<file path="config.mk">
export PLATFORM = sky130hd
export DESIGN_NAME = dec_timer_flat
export DESIGN_NICKNAME = d
export VERILOG_FILES = /design/src/rtl/dec_timer_if.sv /design/src/rtl/dec_timer.sv /design/src/flat_wrapper.sv
export SDC_FILE = /design/constraint.sdc
export NUM_CORES = 1
export LEC_CHECK = 0
export ABC_CLOCK_PERIOD_IN_PS = 1800
export BUFFER_PORTS_ARGS = -buffer_cell sky130_fd_sc_hd__buf_2
export CAP_MARGIN = 20
export CORE_ASPECT_RATIO = 0.75
export CORE_MARGIN = 2
export CORE_UTILIZATION = 30
export CTS_CLUSTER_SIZE = 25
export DETAILED_ROUTE_END_ITERATION = 7
export GPL_TIMING_DRIVEN = 0
export SYNTH_ARGS = -nofsm -noshare
export SYNTH_HDL_FRONTEND = slang
export SYNTH_SLANG_ARGS = --single-unit
</file>
<file path="constraint.sdc">
create_clock -name clk -period 1.8 [get_ports clk]
set_clock_uncertainty 0.1 [all_clocks]
set_input_delay 0.09 -clock clk [delete_from_list [all_inputs] [get_ports clk]]
set_output_delay 0.09 -clock clk [all_outputs]
set_load 0.05 [all_outputs]
</file>
<file path="src/rtl/dec_timer_if.sv">
// dec_timer_if: control and status bundle for the loadable down-counter timer.
interface dec_timer_if #(parameter int WIDTH = 8);
    logic             load;
    logic [WIDTH-1:0] load_val;
    logic             reload;
    logic             en;
    logic             stop;
    logic [WIDTH-1:0] count;
    logic             busy;
    logic             tc;
    modport master (output load, load_val, reload, en, stop, input count, busy, tc);
    modport slave (input load, load_val, reload, en, stop, output count, busy, tc);
endinterface

</file>
<file path="src/rtl/dec_timer.sv">
// dec_timer: loadable down-counter with terminal-count pulse, one-shot or periodic reload.
module dec_timer #(
    parameter int WIDTH = 8,
    parameter int STEP  = 1
) (
    input  logic         clk,
    input  logic         rst_n,
    dec_timer_if.slave   b
);
    typedef enum logic {IDLE, RUN} state_t;
    localparam logic [WIDTH-1:0] STEP_W = WIDTH'(STEP);
    state_t           state, state_n;
    logic [WIDTH-1:0] count, count_n, rld, rld_n;
    logic             tc, tc_n;
    always_comb begin
        state_n = state;
        count_n = count;
        rld_n   = rld;
        tc_n    = 1'b0;
        if (b.load) begin
            count_n = b.load_val;
            rld_n   = b.load_val;
            state_n = (b.load_val != '0) ? RUN : IDLE;
        end else if (b.stop) begin
            state_n = IDLE;
        end else if (state == RUN && b.en) begin
            // Terminal when the next subtraction would reach or pass zero.
            tc_n    = (count <= STEP_W);
            count_n = !tc_n ? count - STEP_W : (b.reload ? rld : '0);
            state_n = (!tc_n || b.reload) ? RUN : IDLE;
        end
    end
    always_ff @(posedge clk or negedge rst_n) begin
        if (!rst_n) begin
            state <= IDLE;
            count <= '0;
            rld   <= '0;
            tc    <= 1'b0;
        end else begin
            state <= state_n;
            count <= count_n;
            rld   <= rld_n;
            tc    <= tc_n;
        end
    end
    assign b.count = count;
    assign b.busy  = (state == RUN);
    assign b.tc    = tc;
endmodule
</file>
<file path="src/flat_wrapper.sv">
// flat-port wrapper written by rule: the top's interface ports become plain ports
module dec_timer_flat 
#(
    parameter int WIDTH = 8,
    parameter int STEP  = 1
)
  (clk, rst_n, b_load, b_load_val, b_reload, b_en, b_stop, b_count, b_busy, b_tc);
  dec_timer_if #(.WIDTH(WIDTH)) b_i ();
  input  logic clk;
  input  logic rst_n;
  input wire logic [$bits(b_i.load)-1:0] b_load;
  input wire logic [$bits(b_i.load_val)-1:0] b_load_val;
  input wire logic [$bits(b_i.reload)-1:0] b_reload;
  input wire logic [$bits(b_i.en)-1:0] b_en;
  input wire logic [$bits(b_i.stop)-1:0] b_stop;
  output wire logic [$bits(b_i.count)-1:0] b_count;
  output wire logic [$bits(b_i.busy)-1:0] b_busy;
  output wire logic [$bits(b_i.tc)-1:0] b_tc;
  assign b_i.load = b_load;
  assign b_i.load_val = b_load_val;
  assign b_i.reload = b_reload;
  assign b_i.en = b_en;
  assign b_i.stop = b_stop;
  assign b_count = b_i.count;
  assign b_busy = b_i.busy;
  assign b_tc = b_i.tc;
  dec_timer #(.WIDTH(WIDTH), .STEP(STEP)) u_core (.clk(clk), .rst_n(rst_n), .b(b_i));
endmodule
</file>
==> flow_metrics.env, run 1 <==
export IMPL_synth_avg_cell_area_um2=9.81
export IMPL_layout_min_cycle_time_ns=1.81
export IMPL_n_antenna_cell=0
export IMPL_row_count=18
export IMPL_min_period_over_period_pct=101
export IMPL_violations="negative setup slack"
export IMPL_cts_tree="built"
export IMPL_netlist_area_um2=1060
export IMPL_netlist_instances=108
export IMPL_yosysSeqAreaShare_pct=42.5
export IMPL_cp_startpoint="u_core.b.count[5]"
export IMPL_vias_per_cell=5.37
export IMPL_worstSkewPairLatency_ns=0.26
export IMPL_irDropWorstVdd_uv=398
export IMPL_setup_ws_ns=-0.0137
export IMPL_r2r_end="u_core.b.count[5]"
export IMPL_start_util_pct=31.8
export IMPL_io_buffers=23
export IMPL_grt_total_usage_pct=15.8
export IMPL_ys_flop_type="dfrtp_1"
export IMPL_syn2layout_area_growth_pct=38.8
export IMPL_wl_per_cell_um=15.6
export IMPL_synth_cell_type_count=40
export IMPL_drtAntennaViolNets=0
export IMPL_clock_sinks=18
export IMPL_grt_pass1_wl_um=4950
export IMPL_synth_top_area_share_pct=42.5
export IMPL_layout_nets=164
export IMPL_cp_max_fo=8
export IMPL_numCtsBuffers=3
export IMPL_grt_busiest_layer="met1"
export IMPL_r2r_setup_slack_ns=-0.01
export IMPL_vias=1005
export IMPL_cp_start_kind="flop"
export IMPL_finalSetupViolCount=1
export IMPL_synth_seq_cells=18
export IMPL_hold_viol=0
export IMPL_drv_slew=0
export IMPL_synth_edf_count=0
export IMPL_whs_ns=0.00972
export IMPL_powerDensity_nw_per_um2=894
export IMPL_drc=0
export IMPL_globalplace_congestion=0.789
export IMPL_met3_usage_pct=4.20
export IMPL_rr_startpoint="u_core.b.count[5]"
export IMPL_mostFrequentLayoutCells="buf_2 (24), dfrtp_1 (14), a21oi_1 (9)"
export IMPL_relSlewSlack_pct=67.9
export IMPL_synthArstFlopShare_pct=100
export IMPL_overflow=0
export IMPL_antenna_found_initial=0
export IMPL_r2r_worst_path_cells=5
export IMPL_layout_commonest_cell="buf_2"
export IMPL_utilization_pct=44.1
export IMPL_io_pins=24
export IMPL_worst_pin_slew_ns=0.481
export IMPL_layout_drive_gt1_share_pct=41.5
export IMPL_hold_class="in2reg"
export IMPL_rsz0062_at_grt="yes"
export IMPL_cap_violations=0
export IMPL_clkTransAtPathRegs_ns=0.07
export IMPL_met2_usage_pct=22.7
export IMPL_grt_max_degree=19
export IMPL_die_x_um=72.6
export IMPL_cellLeakagePower_nw=0.630
export IMPL_crit_end="u_core.b.count[5]"
export IMPL_outcome="finished, violations left"
export IMPL_cts_max_level=1
export IMPL_yosys_warnings=0
export IMPL_synth_nets=124
export IMPL_die_h_um=55.5
export IMPL_dp_hpwl_um=2030
export IMPL_dieArea_um2=4030
export IMPL_cp_arrival_ns=1.87
export IMPL_clockBufferDepth=2
export IMPL_cp_data_required_time_ns=1.86
export IMPL_fmax_ghz=0.551
export IMPL_grt_met1_usage_pct=23.1
export IMPL_clock_root_buffer="clkbuf_8"
export IMPL_drt_iter0_markers=84
export IMPL_firstDrtPassIters=4
export IMPL_core_area_um2=3330
export IMPL_grt_pass1_vias=985
export IMPL_critPathKind="reg2reg"
export IMPL_synth_area_leaders="dfrtp_1 (43%), mux2_2 (6.4%), a21oi_1 (4.3%)"
export IMPL_finalWirelength_um=2910
export IMPL_end_kind="flop"
export IMPL_synth_top_cell_by_area="dfrtp_1"
metrics by stage:
| stage | power, mW | setup WS [ns] | instance area (µm²) | TNS (ns) | std cells |
|---|---|---|---|---|---|
| 6_report | 1.32 | -0.0137 | 1470 | -0.0137 | 187 |
| 5_1_grt | 1.38 | -0.0824 | 1470 | -0.343 | 187 |
| 4_1_cts | 1.31 | -0.0191 | 1450 | -0.0629 | 185 |
| 3_5_place_dp | 0.915 | -0.147 | 1260 | -0.339 | 171 |
| 3_3_place_gp | 0.912 | -0.138 | 1260 | -0.265 | 171 |
| 2_1_floorplan | 0.799 | -0.120 | 1100 | -0.665 | 108 |
registers in the layout (all words and copies together) (netlist names):
register and cells:
u_core.b.tc 1, u_core.b.count 8, u_core.rld 8, u_core.b.busy 1
Yosys cell counts (3+ instances only):
cell / instances
a21oi_1: 9
buf_4: 3
nand2_1: 3
o21ai_0: 3
a211oi_1: 3
mux2_2: 6
inv_1: 10
nand3_1: 3
a221oi_1: 4
dfrtp_1: 18
nor2_1: 8
nor2b_1: 4
power breakdown:
group	switching (mW)	total, mW	internal [mW]	leakage [nW]
registers	0.0772	0.536	0.459	0.207
logic	0.276	0.437	0.162	0.394
clock network	0.147	0.342	0.195	0.0288
total	0.500	1.32	0.816	0.630
layout make-up:
type,instances,area [µm²]
Fill cell,339,1860
Clock buffer,4,55.1
Multi-Input combinational cell,75,613
Buffer,5,35.0
Tap cell,40,50.0
Inverter,10,37.5
Timing Repair Buffer,35,225
Sequential cell,18,455
logic make-up (layout without fill, tap and decap cells):
| group | Yosys count | after routing | synth area share, % |
|---|---|---|---|
| simple gates | 36 | 36 | 21.7 |
| flops | 18 | 18 | 42.5 |
| compound gates | 31 | 31 | 20.5 |
| buf+inv | 15 | 54 | 6.49 |
| fa+ha+maj | 2 | 2 | 2.36 |
| mux | 6 | 6 | 6.37 |
critical path, cell delays in order, from the launching register on:
cell and delay, ns:
dfrtp_2 0.47, nor4_4 0.43, and4_1 0.27, buf_6 0.15
a21oi_1 0.07, a211oi_1 0.23
layer usage:
metal	vias up	wire length, µm
met2	28	1270
met5	-	0
met4	0	34
met3	5	149
li1	484	-
met1	488	1460
worst min path at each step:
stage                              from           endpoint  slack [ns]  depth (start not counted)
after floorplan                   rst_n      u_core.b.busy       -0.31                          0
after global placement            rst_n      u_core.rld[6]       -0.05                          1
after detailed placement          rst_n      u_core.rld[6]       -0.05                          1
after CTS                 b_load_val[3]  u_core.b.count[3]       0.003                          3
after global routing      b_load_val[0]      u_core.rld[0]        0.01                          2
final                     b_load_val[0]      u_core.rld[0]        0.01                          2
what timing repair did:
action / in CTS / in global routing
resized for setup: 6 / 3
setup endpoints to repair: 8 / 9
pin swaps: 1 / 5
hold buffers: 8 / 0
buffers inserted: 2 / 2
hold endpoints to repair: 25 / 0
Power figures use the tool's default switching activity.
==> run 2, diff against run 1 <==
- CAP_MARGIN: 20 -> 25
- MAX_ROUTING_LAYER: unset -> met4
==> flow_metrics.env, run 2 (synthesis gave the netlist of run 1 again) <==
export IMPL_outcome="finished, violations left"
export IMPL_violations="negative hold slack, negative setup slack"
export IMPL_layout_nets=163
export IMPL_rsz0062_at_grt="yes"
export IMPL_clock_sinks=18
export IMPL_antenna_found_initial=0
export IMPL_numCtsBuffers=3
export IMPL_power_frac_clock_pct=26.2
export IMPL_power_frac_comb_pct=33.0
export IMPL_mostFrequentLayoutCells="buf_2 (24), dfrtp_1 (14), a21oi_1 (9)"
export IMPL_irDropWorstVdd_uv=399
export IMPL_cp_start_kind="flop"
export IMPL_p_int_mw=0.813
export IMPL_cp_data_required_time_ns=1.88
export IMPL_die_h_um=55.5
export IMPL_drtAntennaViolNets=0
export IMPL_layout_min_cycle_time_ns=1.82
export IMPL_firstDrtPassIters=4
export IMPL_pwr_share_seq_pct=40.9
export IMPL_vias=990
export IMPL_reg_largest_list="u_core.b.count x8, u_core.rld x8"
export IMPL_grt_total_usage_pct=16.4
export IMPL_relSlewSlack_pct=67.1
export IMPL_hold_class="in2reg"
export IMPL_fillCellCount=339
export IMPL_vias_per_cell=5.32
export IMPL_end_kind="flop"
export IMPL_finalWirelength_um=2890
export IMPL_row_count=18
export IMPL_die_x_um=72.6
export IMPL_hold_viol=1
export IMPL_fin_total_pwr_mw=1.31
export IMPL_grt_pass1_wl_um=4970
export IMPL_cts_tree="built"
export IMPL_setup_ws_ns=-0.0180
export IMPL_clkTransAtPathRegs_ns=0.08
export IMPL_powerDensity_nw_per_um2=895
export IMPL_io_pins=24
export IMPL_drt_iter0_markers=68
export IMPL_cp_arrival_ns=1.90
export IMPL_globalplace_congestion=0.801
export IMPL_min_period_over_period_pct=101
export IMPL_start_util_pct=31.8
export IMPL_drv_slew=0
export IMPL_cp_max_fo=6
export IMPL_layout_commonest_cell="buf_2"
export IMPL_clock_root_buffer="clkbuf_8"
export IMPL_drc=0
export IMPL_syn2layout_area_growth_pct=38.5
export IMPL_fmax_ghz=0.550
export IMPL_cts_max_level=1
export IMPL_worstSkewPairLatency_ns=0.26
export IMPL_layout_drive_gt1_share_pct=41.8
export IMPL_whs_ns=-0.00151
export IMPL_final_cells=186
export IMPL_cellLeakagePower_nw=0.630
export IMPL_switching_share_pct=38.1
export IMPL_dp_hpwl_um=2030
export IMPL_overflow=0
export IMPL_cap_violations=0
export IMPL_place_ws_ns=-0.147
export IMPL_io_buffers=23
export IMPL_p_sw_mw=0.501
export IMPL_n_antenna_cell=0
export IMPL_dieArea_um2=4030
export IMPL_wl_per_cell_um=15.5
export IMPL_grt_max_degree=19
export IMPL_grt_pass1_vias=981
export IMPL_clockBufferDepth=2
export IMPL_core_area_um2=3330
export IMPL_critPathKind="reg2reg"
export IMPL_dp_cells=171
export IMPL_finalSetupViolCount=2
export IMPL_worst_pin_slew_ns=0.494
==> run 2: changes by cell type in the layout (fill, tap and decap cells not counted), sizes merged <==
cell,previous run,this run
buf,31,30
==> run 2: critical path, stage by stage (launching register included) <==
cell       delay, ns
dfrtp_2         0.44
ha_2            0.18
or2_4           0.26
and3_2          0.27
o31a_1          0.30
o2111ai_1       0.18
==> run 2: repair_timing <==
action	4_1_cts	5_1_grt
buffers inserted	2	1
pin swaps	1	4
gates resized for setup	6	3
hold endpoints to repair	25	0
setup endpoints to repair	8	9
hold buffers	8	0
==> run 2: final cells by class <==
type / count / area [µm²] / area share [%]
clock buffers: 4 / 55.1 / 3.75
plain buffers: 5 / 35.0 / 2.39
repair buffers: 34 / 218 / 14.8
well taps: 40 / 50.0 / 3.41
flip-flops and latches: 18 / 455 / 31.0
inverters: 10 / 37.5 / 2.56
multi-input cells: 75 / 617 / 42.0
==> run 2: through the flow <==
| stage | TNS (ns) | cell area, µm² | utilization, % |
|---|---|---|---|
| 6_report | -0.0206 | 1470 | 44.0 |
| 3_3_place_gp | -0.265 | 1260 | 38.0 |
| 3_5_place_dp | -0.339 | 1260 | 38.0 |
| 5_1_grt | -0.392 | 1470 | 44.0 |
| 2_1_floorplan | -0.665 | 1100 | - |
| 4_1_cts | -0.0629 | 1450 | 43.5 |
==> run 2: worst paths after layout <==
kind / start / cells past startpoint / endpoint / slack [ns]
max in group asynchronous: rst_n / 2 / u_core.b.count[1] / 1.09
worst max-delay path: u_core.b.count[0] / 5 / u_core.b.count[3] / -0.02
worst min register to register: u_core.rld[0] / 1 / u_core.rld[0] / 0.42
worst max register to register: u_core.b.count[0] / 5 / u_core.b.count[3] / -0.02
min in group asynchronous: rst_n / 2 / u_core.b.busy / 0.19
worst min-delay path: b_load_val[3] / 3 / u_core.b.count[3] / -0.002
==> run 2: power by group through the flow <==
stage	clock network, mW	registers [mW]	logic [mW]
after floorplan	0	0.642	0.157
after global placement	0	0.536	0.376
after detailed placement	0	0.537	0.378
after CTS	0.351	0.531	0.423
after global routing	0.369	0.544	0.466
final	0.344	0.537	0.433
==> run 2: per-layer routing <==
metal  GRT usage (%)  routed length [µm]  up-vias
met5               -                   0        -
met4            4.76                  31        0
met3            4.20                 154        5
met2            22.6                1220       24
met1            23.5                1480      479
li1                -                   -      482
==> run 3, diff against run 2 <==
- ABC_CLOCK_PERIOD_IN_PS: 1800 -> 2200
- CORE_MARGIN: 2 -> unset
- CTS_CLUSTER_DIAMETER: unset -> 60
- clock period: 1.8 -> 2.2 ns (I/O delays scaled with it)
==> flow_metrics.env, run 3 (synthesis gave the netlist of run 1 again) <==
export IMPL_place_area_um2=1220
export IMPL_tns_ns=0
export IMPL_cp_arrival_ns=2.08
export IMPL_start_util_pct=31.8
export IMPL_vias_per_cell=5.42
export IMPL_cp_num_cells=6
export IMPL_fillCellCount=330
export IMPL_layout_nets=155
export IMPL_crit_end="u_core.b.count[7]"
export IMPL_layout_drive_gt1_share_pct=31.2
export IMPL_syn2layout_area_growth_pct=24.9
export IMPL_cp_slowest_cell="a31oi_2"
export IMPL_r2r_worst_path_cells=6
export IMPL_reg_largest_list="u_core.b.count x8, u_core.rld x8"
export IMPL_design_area_um2=1320
export IMPL_drt_iter0_markers=113
export IMPL_outcome="finished, violations left"
export IMPL_layout_commonest_cell="buf_2"
export IMPL_globalplace_congestion=0.849
export IMPL_cts_tree="built"
export IMPL_grt_pass1_vias=911
export IMPL_n_antenna_cell=0
export IMPL_cp_max_fo=8
export IMPL_irDropWorstVdd_uv=204
export IMPL_cellLeakagePower_nw=0.589
export IMPL_utilization_pct=39.7
export IMPL_finalSetupViolCount=0
export IMPL_cts_max_level=1
export IMPL_path_buf_inv=1
export IMPL_end_kind="flop"
export IMPL_cp_startpoint="u_core.b.count[0]"
export IMPL_critPathKind="reg2reg"
export IMPL_cp_start_kind="flop"
export IMPL_hold_viol=0
export IMPL_powerDensity_nw_per_um2=761
export IMPL_dp_hpwl_um=1860
export IMPL_clock_root_buffer="clkbuf_8"
export IMPL_violations="design-rule violations"
export IMPL_path_cells="inv_1 -> ha_1 -> or2_1 -> a31oi_2 -> a221oi_1 -> a211oi_1"
export IMPL_grt_pass1_wl_um=4470
export IMPL_clockBufferDepth=2
export IMPL_finalWirelength_um=2640
export IMPL_min_period_over_period_pct=91.4
export IMPL_r2r_setup_slack_ns=0.19
export IMPL_worstSkewPairLatency_ns=0.26
export IMPL_worst_pin_slew_ns=0.672
export IMPL_layout_min_cycle_time_ns=2.01
export IMPL_postCtsSetupBuffers=0
export IMPL_hold_class="in2reg"
export IMPL_die_x_um=70.6
export IMPL_cp_data_required_time_ns=2.26
export IMPL_numCtsBuffers=3
export IMPL_relSlewSlack_pct=54.9
export IMPL_vias=965
export IMPL_io_buffers=23
export IMPL_wl_per_cell_um=14.8
export IMPL_mostFrequentLayoutCells="buf_2 (24), dfrtp_1 (18), inv_1 (10), a21oi_1 (9), nor2_1 (8)"
export IMPL_drv_slew=0
export IMPL_drc=6
export IMPL_rr_startpoint="u_core.b.count[0]"
export IMPL_dieArea_um2=3780
export IMPL_overflow=0
export IMPL_r2r_end="u_core.b.count[7]"
export IMPL_die_h_um=53.5
export IMPL_slowest_delay_ns=0.43
export IMPL_firstDrtPassIters=6
export IMPL_clock_sinks=18
export IMPL_clkTransAtPathRegs_ns=0.07
export IMPL_antenna_found_initial=0
export IMPL_io_pins=24
export IMPL_cap_violations=0
export IMPL_grt_max_degree=19
export IMPL_core_area_um2=3330
export IMPL_drtAntennaViolNets=0
export IMPL_rsz0062_at_grt="no"
export IMPL_row_count=18
export IMPL_grt_total_usage_pct=16.6
export IMPL_fmax_ghz=0.497
export IMPL_critPathTopFamily="compound AO/OA/AOI/OAI gates"
==> run 3: cell types whose count changed in the layout (fill, tap and decap cells not counted), moves of 3 or more <==
| cell | before | now |
|---|---|---|
| a221oi_1 | 1 | 4 |
| a221oi_2 | 3 | 0 |
| dfrtp_1 | 14 | 18 |
| dfrtp_2 | 4 | 0 |
| dlygate4sd3_1 | 8 | 3 |
==> run 3: worst min-delay path by stage <==
| stage | from | endpoint | slack (ns) | depth (start not counted) |
|---|---|---|---|---|
| 2_1_floorplan | rst_n | u_core.b.busy | -0.29 | 0 |
| 5_1_grt | b_load_val[7] | u_core.rld[7] | 0.007 | 2 |
| 3_3_place_gp | rst_n | u_core.b.count[6] | -0.04 | 1 |
| 3_5_place_dp | rst_n | u_core.b.count[6] | -0.03 | 1 |
| 6_report | b_load_val[6] | u_core.rld[6] | 0.02 | 2 |
| 4_1_cts | b_load_val[7] | u_core.rld[7] | 0.008 | 2 |
==> run 3: through the flow <==
step / cells / hold WS [ns] / total power [mW] / worst slack [ns]
2_1_floorplan: 108 / -0.286 / 0.640 / 0.0170
3_3_place_gp: 171 / -0.0352 / 0.725 / 0.0426
3_5_place_dp: 171 / -0.0348 / 0.728 / 0.0414
4_1_cts: 178 / 0.00842 / 1.02 / 0.0190
5_1_grt: 178 / 0.00711 / 1.08 / 0.0174
6_report: 178 / 0.0180 / 1.01 / 0.190
==> run 3: report_power, final <==
part	switching, mW	internal, mW	leakage (nW)	total [mW]
registers	0.0577	0.373	0.211	0.431
logic	0.205	0.0994	0.349	0.304
clock network	0.113	0.159	0.0288	0.272
total	0.375	0.632	0.589	1.01
==> run 3: repair_timing <==
item / in CTS / in global routing
resized for setup: 0 / 3
endpoints found under the hold margin: 20 / 0
hold buffers: 3 / 0
setup endpoints to repair: 0 / 8
==> run 3: routing by layer <==
layer	global-route usage (%)	up-vias	part of all wire (%)
li1	-	464	-
met1	21.7	455	46
met2	25.2	39	46
met3	4.57	7	6.8
met4	5.00	0	2.0
met5	-	-	0
==> run 3: area by class of cell <==
cell class | count | area, µm² | area share, %
clock buffer | 4 | 55.1 | 4.16
inverter | 10 | 37.5 | 2.84
timing repair buffer | 26 | 145 | 11.0
sequential | 18 | 450 | 34.0
tap | 40 | 50.0 | 3.78
multi-input combinational | 75 | 554 | 41.9
buffer | 5 | 31.3 | 2.36
